## config.mk

```make
export PLATFORM = sky130hd
export DESIGN_NAME = piso_bit_streamer_flat
export DESIGN_NICKNAME = d
export VERILOG_FILES = /design/src/rtl/piso_bit_streamer_if.sv /design/src/rtl/piso_bit_streamer.sv /design/src/flat_wrapper.sv
export SDC_FILE = /design/constraint.sdc
export NUM_CORES = 1
export LEC_CHECK = 0
export CAP_MARGIN = 20
export CORE_MARGIN = 2
export CORE_UTILIZATION = 35
export CTS_CLUSTER_SIZE = 8
export DETAILED_ROUTE_END_ITERATION = 7
export PLACE_DENSITY = 0.66
export SLEW_MARGIN = 0
export SYNTH_ARGS = -nofsm -noshare
export SYNTH_HDL_FRONTEND = slang
export SYNTH_SLANG_ARGS = --single-unit
```

## constraint.sdc

```tcl
create_clock -name clk -period 2 [get_ports clk]
set_input_delay 0.4 -clock clk [delete_from_list [all_inputs] [get_ports clk]]
set_output_delay 0.4 -clock clk [all_outputs]
set_load 0.1 [all_outputs]
```

## src/rtl/piso_bit_streamer_if.sv

```systemverilog
// Word-in / bit-out handshake bundle for piso_bit_streamer.
// master = word producer and bit consumer side; slave = the streamer itself.
interface piso_bit_streamer_if #(
  parameter int WIDTH = 16
) ();
  logic [WIDTH-1:0]         in_data;
  logic                     in_valid;
  logic                     in_ready;
  logic                     bit_out;
  logic                     bit_valid;
  logic                     bit_last;
  logic                     bit_ready;
  logic [$clog2(WIDTH)-1:0] bit_index;
  logic                     busy;

  modport master (
    output in_data, in_valid, bit_ready,
    input  in_ready, bit_out, bit_valid, bit_last, bit_index, busy
  );

  modport slave (
    input  in_data, in_valid, bit_ready,
    output in_ready, bit_out, bit_valid, bit_last, bit_index, busy
  );
endinterface

```

## src/rtl/piso_bit_streamer.sv

```systemverilog
// Parallel-in serial-out streamer: one WIDTH-bit word in, one bit per accepted cycle out.
// All outputs are flops; WIDTH must match the interface instance's WIDTH.
module piso_bit_streamer #(
  parameter int WIDTH     = 16,
  parameter bit MSB_FIRST = 1'b0
) (
  input  logic               clk,
  input  logic               rst,
  input  logic               srst,
  piso_bit_streamer_if.slave io
);
  localparam int              IDX_W    = $clog2(WIDTH);
  localparam logic [IDX_W-1:0] LAST_IDX = IDX_W'(WIDTH - 1);

  typedef enum logic {IDLE, SHIFT} state_t;

  state_t           state_q, state_d;
  logic [WIDTH-1:0] shreg_q, shreg_d;
  logic [IDX_W-1:0] idx_q, idx_d;
  logic             in_ready_q, in_ready_d;
  logic             bit_valid_q, bit_valid_d;
  logic             busy_q, busy_d;
  logic             bit_last_q, bit_last_d;
  logic             bit_out_q, bit_out_d;

  always_comb begin
    state_d = state_q;
    shreg_d = shreg_q;
    idx_d   = idx_q;

    case (state_q)
      IDLE: begin
        if (io.in_valid) begin
          shreg_d = io.in_data;
          idx_d   = '0;
          state_d = SHIFT;
        end
      end
      SHIFT: begin
        if (io.bit_ready) begin
          shreg_d = MSB_FIRST ? {shreg_q[WIDTH-2:0], 1'b0} : {1'b0, shreg_q[WIDTH-1:1]};
          if (idx_q == LAST_IDX) begin
            idx_d   = '0;
            state_d = IDLE;
          end else begin
            idx_d = idx_q + 1'b1;
          end
        end
      end
      default: state_d = IDLE;
    endcase

    // A clear discards any partial word and overrides a same-cycle load or last transfer.
    if (rst || srst) begin
      state_d = IDLE;
      shreg_d = '0;
      idx_d   = '0;
    end

    // Outputs are decoded from next state so they come straight out of flops.
    in_ready_d  = (state_d == IDLE);
    bit_valid_d = (state_d == SHIFT);
    busy_d      = (state_d == SHIFT);
    bit_last_d  = (state_d == SHIFT) && (idx_d == LAST_IDX);
    bit_out_d   = (state_d == SHIFT) && (MSB_FIRST ? shreg_d[WIDTH-1] : shreg_d[0]);
  end

  always_ff @(posedge clk) begin
    state_q     <= state_d;
    shreg_q     <= shreg_d;
    idx_q       <= idx_d;
    in_ready_q  <= in_ready_d;
    bit_valid_q <= bit_valid_d;
    busy_q      <= busy_d;
    bit_last_q  <= bit_last_d;
    bit_out_q   <= bit_out_d;
  end

  assign io.in_ready  = in_ready_q;
  assign io.bit_valid = bit_valid_q;
  assign io.busy      = busy_q;
  assign io.bit_last  = bit_last_q;
  assign io.bit_out   = bit_out_q;
  assign io.bit_index = idx_q;
endmodule

```

## src/flat_wrapper.sv

```systemverilog
// flat-port wrapper written by rule: the top's interface ports become plain ports
module piso_bit_streamer_flat 
#(
  parameter int WIDTH     = 16,
  parameter bit MSB_FIRST = 1'b0
)
  (clk, rst, srst, io_in_data, io_in_valid, io_bit_ready, io_in_ready, io_bit_out, io_bit_valid, io_bit_last, io_bit_index, io_busy);
  piso_bit_streamer_if #(.WIDTH(WIDTH)) io_i ();
  input  logic clk;
  input  logic rst;
  input  logic srst;
  input wire logic [$bits(io_i.in_data)-1:0] io_in_data;
  input wire logic [$bits(io_i.in_valid)-1:0] io_in_valid;
  input wire logic [$bits(io_i.bit_ready)-1:0] io_bit_ready;
  output wire logic [$bits(io_i.in_ready)-1:0] io_in_ready;
  output wire logic [$bits(io_i.bit_out)-1:0] io_bit_out;
  output wire logic [$bits(io_i.bit_valid)-1:0] io_bit_valid;
  output wire logic [$bits(io_i.bit_last)-1:0] io_bit_last;
  output wire logic [$bits(io_i.bit_index)-1:0] io_bit_index;
  output wire logic [$bits(io_i.busy)-1:0] io_busy;
  assign io_i.in_data = io_in_data;
  assign io_i.in_valid = io_in_valid;
  assign io_i.bit_ready = io_bit_ready;
  assign io_in_ready = io_i.in_ready;
  assign io_bit_out = io_i.bit_out;
  assign io_bit_valid = io_i.bit_valid;
  assign io_bit_last = io_i.bit_last;
  assign io_bit_index = io_i.bit_index;
  assign io_busy = io_i.busy;
  piso_bit_streamer #(.WIDTH(WIDTH), .MSB_FIRST(MSB_FIRST)) u_core (.clk(clk), .rst(rst), .srst(srst), .io(io_i));
endmodule
```

# Word level (Yosys, flattened, before mapping)
# Cells that the tools add are included.
[classes]
addsub = 1
mul = 0
div = 0
n_lt_le_gt_ge = 0
n_eq_ne = 4
shift = 0
n_mux = 14
bitwise_logic = 2
reduce_logical = 4
[op_table]
columns = ["op", "count"]
rows = [
  ["2-to-1 mux 16 bit", 2],
  ["one-hot mux 16 bit (2 select lines)", 1],
  ["2-to-1 mux 4 bit", 4],
  ["equality test 4 bit (second input constant)", 2],
  ["one-hot mux 4 bit (2 select lines)", 1],
  ["2-to-1 mux 1 bit", 5],
  ["adder 4 x 1 -> 4 bit (second input constant)", 1],
  ["!= test 2 bit (second input constant)", 2],
  ["logical AND 1 bit", 2],
  ["NOT 1 bit", 2],
  ["one-hot mux 1 bit (2 select lines)", 1],
  ["AND reduction 2 bit", 1],
  ["logical OR 1 bit", 1],
]
[totals]
reg_bits = 24
latchBits = 0
ram_bits = 0
romBits = 0
inputBits = 21
out_inout_bits = 9
memories = 0

# Depth between registers and ports, before layout
[depth]
ltp_word = 7
depth_mapped = 6
depth_no_buf = 5

# Worst setup path before layout
# No wires, ideal clock.
[synth_path]
kind = "register to register"
startpoint = "register u_core.idx_q[1], in the netlist u_core.io.bit_index[1]"
endpoint = "register u_core.bit_last_q, in the netlist u_core.io.bit_last"
setup_time_ps = 117
arrival_time_ps = 1987
t_required_ps = 1883
path_slack_ps = -103
stages_incl_launch_ff = 6
n_path_buf = 0
synth_period_minus_slack_ps = 2103
cell_sequence = "dfxtp_1 > ha_1 > nand3_1 > o221ai_1 > a21oi_1 > and4b_1"
[synth_between]
elab_chain_len = 7
word_cells_on_any_way = 13
cone_classes = "add/sub (1); eq/ne (2); mux (9); reduce/logical (1)"
[synth_lines]
columns = ["item", "line", "rtl"]
rows = [
  ["from (decl)", "piso_bit_streamer.sv:19", "logic [IDX_W-1:0] idx_q, idx_d;"],
  ["from (signal assigned)", "piso_bit_streamer.sv:71", "idx_q <= idx_d;"],
  ["adder 4 x 1 -> 4 bit / equality test 4 bit (equally long branches)", "piso_bit_streamer.sv:46, piso_bit_streamer.sv:42", ""],
  ["2-to-1 mux 4 bit", "piso_bit_streamer.sv:42", "if (idx_q == LAST_IDX) begin"],
  ["2-to-1 mux 4 bit", "piso_bit_streamer.sv:40", "if (io.bit_ready) begin"],
  ["one-hot mux 4 bit (2 select lines)", "piso_bit_streamer.sv:31", "case (state_q)"],
  ["2-to-1 mux 4 bit", "piso_bit_streamer.sv:54", "if (rst || srst) begin"],
  ["equality test 4 bit", "piso_bit_streamer.sv:64", "bit_last_d = (state_d == SHIFT) && (idx_d == LAST_IDX);"],
  ["logical AND 1 bit *", "piso_bit_streamer.sv:64", ""],
  ["net u_core.bit_last_d", "piso_bit_streamer.sv:23", "logic bit_last_q, bit_last_d;"],
  ["to (signal assigned)", "piso_bit_streamer.sv:75", "bit_last_q <= bit_last_d;"],
  ["to (decl)", "piso_bit_streamer.sv:23", ""],
]
# Mark *: on every way through the listed nets, which the timed path passes. The rest lies on a longest branch.
# A chain may end at the register's enable or synchronous reset.

# Final worst setup path
[layout_path]
startpoint = "input port io_bit_ready"
endpoint = "register u_core.bit_last_q, in the netlist u_core.io.bit_last"
[layout_between]
elab_chain_len = 5
word_cells_on_any_way = 8
cone_classes = "eq/ne (1); mux (6); reduce/logical (1)"
[layout_lines]
columns = ["item", "line", "rtl"]
rows = [
  ["from (decl)", "flat_wrapper.sv:14", "input wire logic [$bits(io_i.bit_ready)-1:0] io_bit_ready;"],
  ["2-to-1 mux 4 bit", "piso_bit_streamer.sv:40", ""],
  ["one-hot mux 4 bit (2 select lines)", "piso_bit_streamer.sv:31", ""],
  ["2-to-1 mux 4 bit", "piso_bit_streamer.sv:54", ""],
  ["equality test 4 bit", "piso_bit_streamer.sv:64", ""],
  ["logical AND 1 bit *", "piso_bit_streamer.sv:64", ""],
  ["net u_core.bit_last_d", "piso_bit_streamer.sv:23", ""],
]
# Marked as above.

==> impl_metrics.env <==
export IMPL_outcome="completed"
export IMPL_hold_class="reg2reg"
export IMPL_core_um2=2781
export IMPL_cp_max_fo=4
export IMPL_area_delta_synth_final_pct=35.30
export IMPL_critical_path_class="in2reg"
export IMPL_wl_um=2183
export IMPL_clk_insertion_delay_late_ns=0.31
export IMPL_crit_path_start="io_bit_ready"
export IMPL_fill_cells=264
export IMPL_peakVddDrop_v=0.0003803
export IMPL_synthTopCellsByArea="dfxtp_1 46%, a22oi_1 12%, a21oi_1 8.7%"
export IMPL_final_max_slew_viol_count=0
export IMPL_synth_most_common_cell="dfxtp_1"
export IMPL_cp_depth=5
export IMPL_critPathMaxStageDelay_ns=0.56
export IMPL_grt_pass1_vias=837
export IMPL_synth_warnings=0
export IMPL_grt_use_total=0.1355
export IMPL_top_level_ports=30
export IMPL_timing_rr_start="u_core.io.bit_index[1]"
export IMPL_synth_edf_count=0
export IMPL_drt_pass1_iter_count=4
export IMPL_multi_input_area_um2=483.0
export IMPL_rows=19
export IMPL_finalCritPeriodShare=0.7431
export IMPL_wl_per_cell_um=12.55
export IMPL_port_buffer_count=29
export IMPL_power_density_nw_per_um2=702.5
export IMPL_antenna_found_initial=0
export IMPL_crit_path_cell_trace="clkdlybuf4s50_1, nand2_1, o221ai_1, a21oi_1, and4b_1"
export IMPL_r2r_end="u_core.io.bit_last"
export IMPL_drive_gt1_frac=0.1818
export IMPL_post_cts_resized=0
export IMPL_syn_num_nets=136
export IMPL_dieArea_um2=3419
export IMPL_hold_path_depth=2
export IMPL_grt_pass1_wl_um=3650
export IMPL_async_flop_share=0
export IMPL_vias_per_cell=5.259
export IMPL_grt_overflow=0
export IMPL_ctsRootBufferMaster="clkbuf_4"
export IMPL_start_kind="primary input"
export IMPL_die_y_um=58.47
export IMPL_critPathCapture="u_core.io.bit_last"
export IMPL_syn_avg_cell_area_um2=9.110
export IMPL_post_route_min_period_ns=1.486
export IMPL_yosysUniqueCellTypes=29
export IMPL_synth_area_leader_cell="dfxtp_1"
export IMPL_rr_worst_depth=5
export IMPL_maxSlewHeadroom=0.7384
export IMPL_end_kind="flop"
export IMPL_drc=0
export IMPL_cp_required_ns=2.21
export IMPL_ctsHoldBuffers=0
export IMPL_diodes=0
export IMPL_num_vias=915
export IMPL_dr_first_iter_drc_count=27
export IMPL_ant_nets=0
export IMPL_synth_top_area_frac=0.4627
export IMPL_htree_num_levels=1
export IMPL_path_buf_inv=1
export IMPL_setup_violations=0
export IMPL_post_cts_buffers=0
export IMPL_cap_violations=0
export IMPL_die_x_um=58.47
export IMPL_holdWs_ns=0.4664
export IMPL_skew_ns=0.006821
export IMPL_p_leak_nw=0.5276
export IMPL_synth_ff_type="dfxtp_1"
export IMPL_seq_area_frac_synth=0.4627
export IMPL_crit_arrival_ns=1.70
export IMPL_synth_common_cells="24 x dfxtp_1, 18 x a21oi_1, 17 x nand2_1, 16 x a22oi_1, 7 x nor2_1"
export IMPL_worstMarginPinSlew_ns=0.3924
export IMPL_fin_setup_tns_ns=0
export IMPL_seqCellArea_um2=484.2
export IMPL_cts_buffer_depth=2
export IMPL_max_freq_mhz=672.9
export IMPL_grt_max_degree=20
export IMPL_clkTransAtPathRegs_ns=0.12
export IMPL_postSynthCellCount=114
export IMPL_start_util=0.3734
export IMPL_r2r_slack_ns=0.52
export IMPL_cp_top_family="buffers and inverters"
export IMPL_cts_tree="built"
export IMPL_ys_ff_latch=24
export IMPL_rsz0062_at_grt="no"
export IMPL_cp_slowest_cell="clkdlybuf4s50_1"
export IMPL_gp_congestion=0.7265
export IMPL_dp_hpwl_um=1610
export IMPL_cts_sinks=24
export IMPL_power_uw=987.1
export IMPL_syn_cell_area_um2=1038
export IMPL_report_final_hold_viol_count=0
export IMPL_numCtsBuffers=3
export IMPL_layout_nets=166
==> area by class of cell <==
cell class | count | share of cell area
flip-flops and latches | 24 | 0.3446
multi-input cells | 80 | 0.3437
repair buffers | 34 | 0.2440
clock inverters | 1 | 0.02137
clock buffers | 3 | 0.01603
well taps | 31 | 0.02760
inverters | 1 | 0.002671
==> metal layers <==
layer,routed length [um],share of wire,global-route usage,vias up
met1,985,0.45,0.1769,420
met4,0,0,0.04983,0
met2,1009,0.46,0.2183,34
met3,188,0.086,0.03077,0
li1,-,-,-,461
met5,0,0,0,-
==> cell usage in the layout (no fill, tap or decap), drive strengths merged, types with 2 or more instances in the layout <==
master	count
a22oi	16
nand2	17
buf	14
clkdlybuf4s50	20
nor2	7
nand3b	2
clkbuf	3
dfxtp	24
a21oi	19
or2	2
nand3	4
==> cells by family after synthesis <==
| group | count (synthesis) | share of synthesized area |
|---|---|---|
| DFF | 24 | 0.4626 |
| buffers and inverters | 10 | 0.07228 |
| muxes | 1 | 0.02169 |
| xor gates and xnor gates | 1 | 0.008435 |
| and+or+nand+nor | 37 | 0.1711 |
| AOI/OAI and AO/OA | 40 | 0.2518 |
| adders and majority gates | 1 | 0.01205 |
==> power breakdown <==
| group | total, mW | switching (mW) | internal (mW) |
|---|---|---|---|
| Clock | 0.343 | 0.140 | 0.203 |
| Combinational | 0.143 | 0.0743 | 0.0691 |
| Sequential | 0.501 | 0.00972 | 0.491 |
==> through the flow <==
stage | instances | instance area (um^2) | util | worst slack (ns)
floorplan | 114 | 1042 | - | 0.1430
global placement | 170 | 1353 | 0.4863 | 0.2197
detailed placement | 170 | 1353 | 0.4863 | 0.1711
CTS | 174 | 1405 | 0.5052 | 0.4945
global route | 174 | 1405 | 0.5052 | 0.3826
finish | 174 | 1405 | 0.5052 | 0.5138
==> registers in the layout, summed over array words and instances, names as in the netlist <==
signal,count
u_core.io.bit_index,4
u_core.io.bit_last,1
u_core.io.bit_out,1
u_core.io.in_ready,1
u_core.shreg_q,16
u_core.state_q,1
==> worst register-to-register path: stages (launching register included) <==
cell	delay (ns)
dfxtp_2	0.41
ha_1	0.24
nand3_1	0.12
o221ai_1	0.35
a21oi_1	0.08
and4b_1	0.19
==> worst min-delay path by stage <==
stage | from | endpoint | slack, ns
2_1_floorplan | u_core.shreg_q[1] | u_core.shreg_q[1] | 0.44
5_1_grt | u_core.shreg_q[1] | u_core.shreg_q[1] | 0.49
4_1_cts | u_core.shreg_q[6] | u_core.shreg_q[6] | 0.47
3_3_place_gp | u_core.shreg_q[5] | u_core.shreg_q[5] | 0.44
6_report | u_core.shreg_q[14] | u_core.shreg_q[14] | 0.47
3_5_place_dp | u_core.shreg_q[1] | u_core.shreg_q[1] | 0.45
No activity file was read; power rests on OpenSTA's default activity.
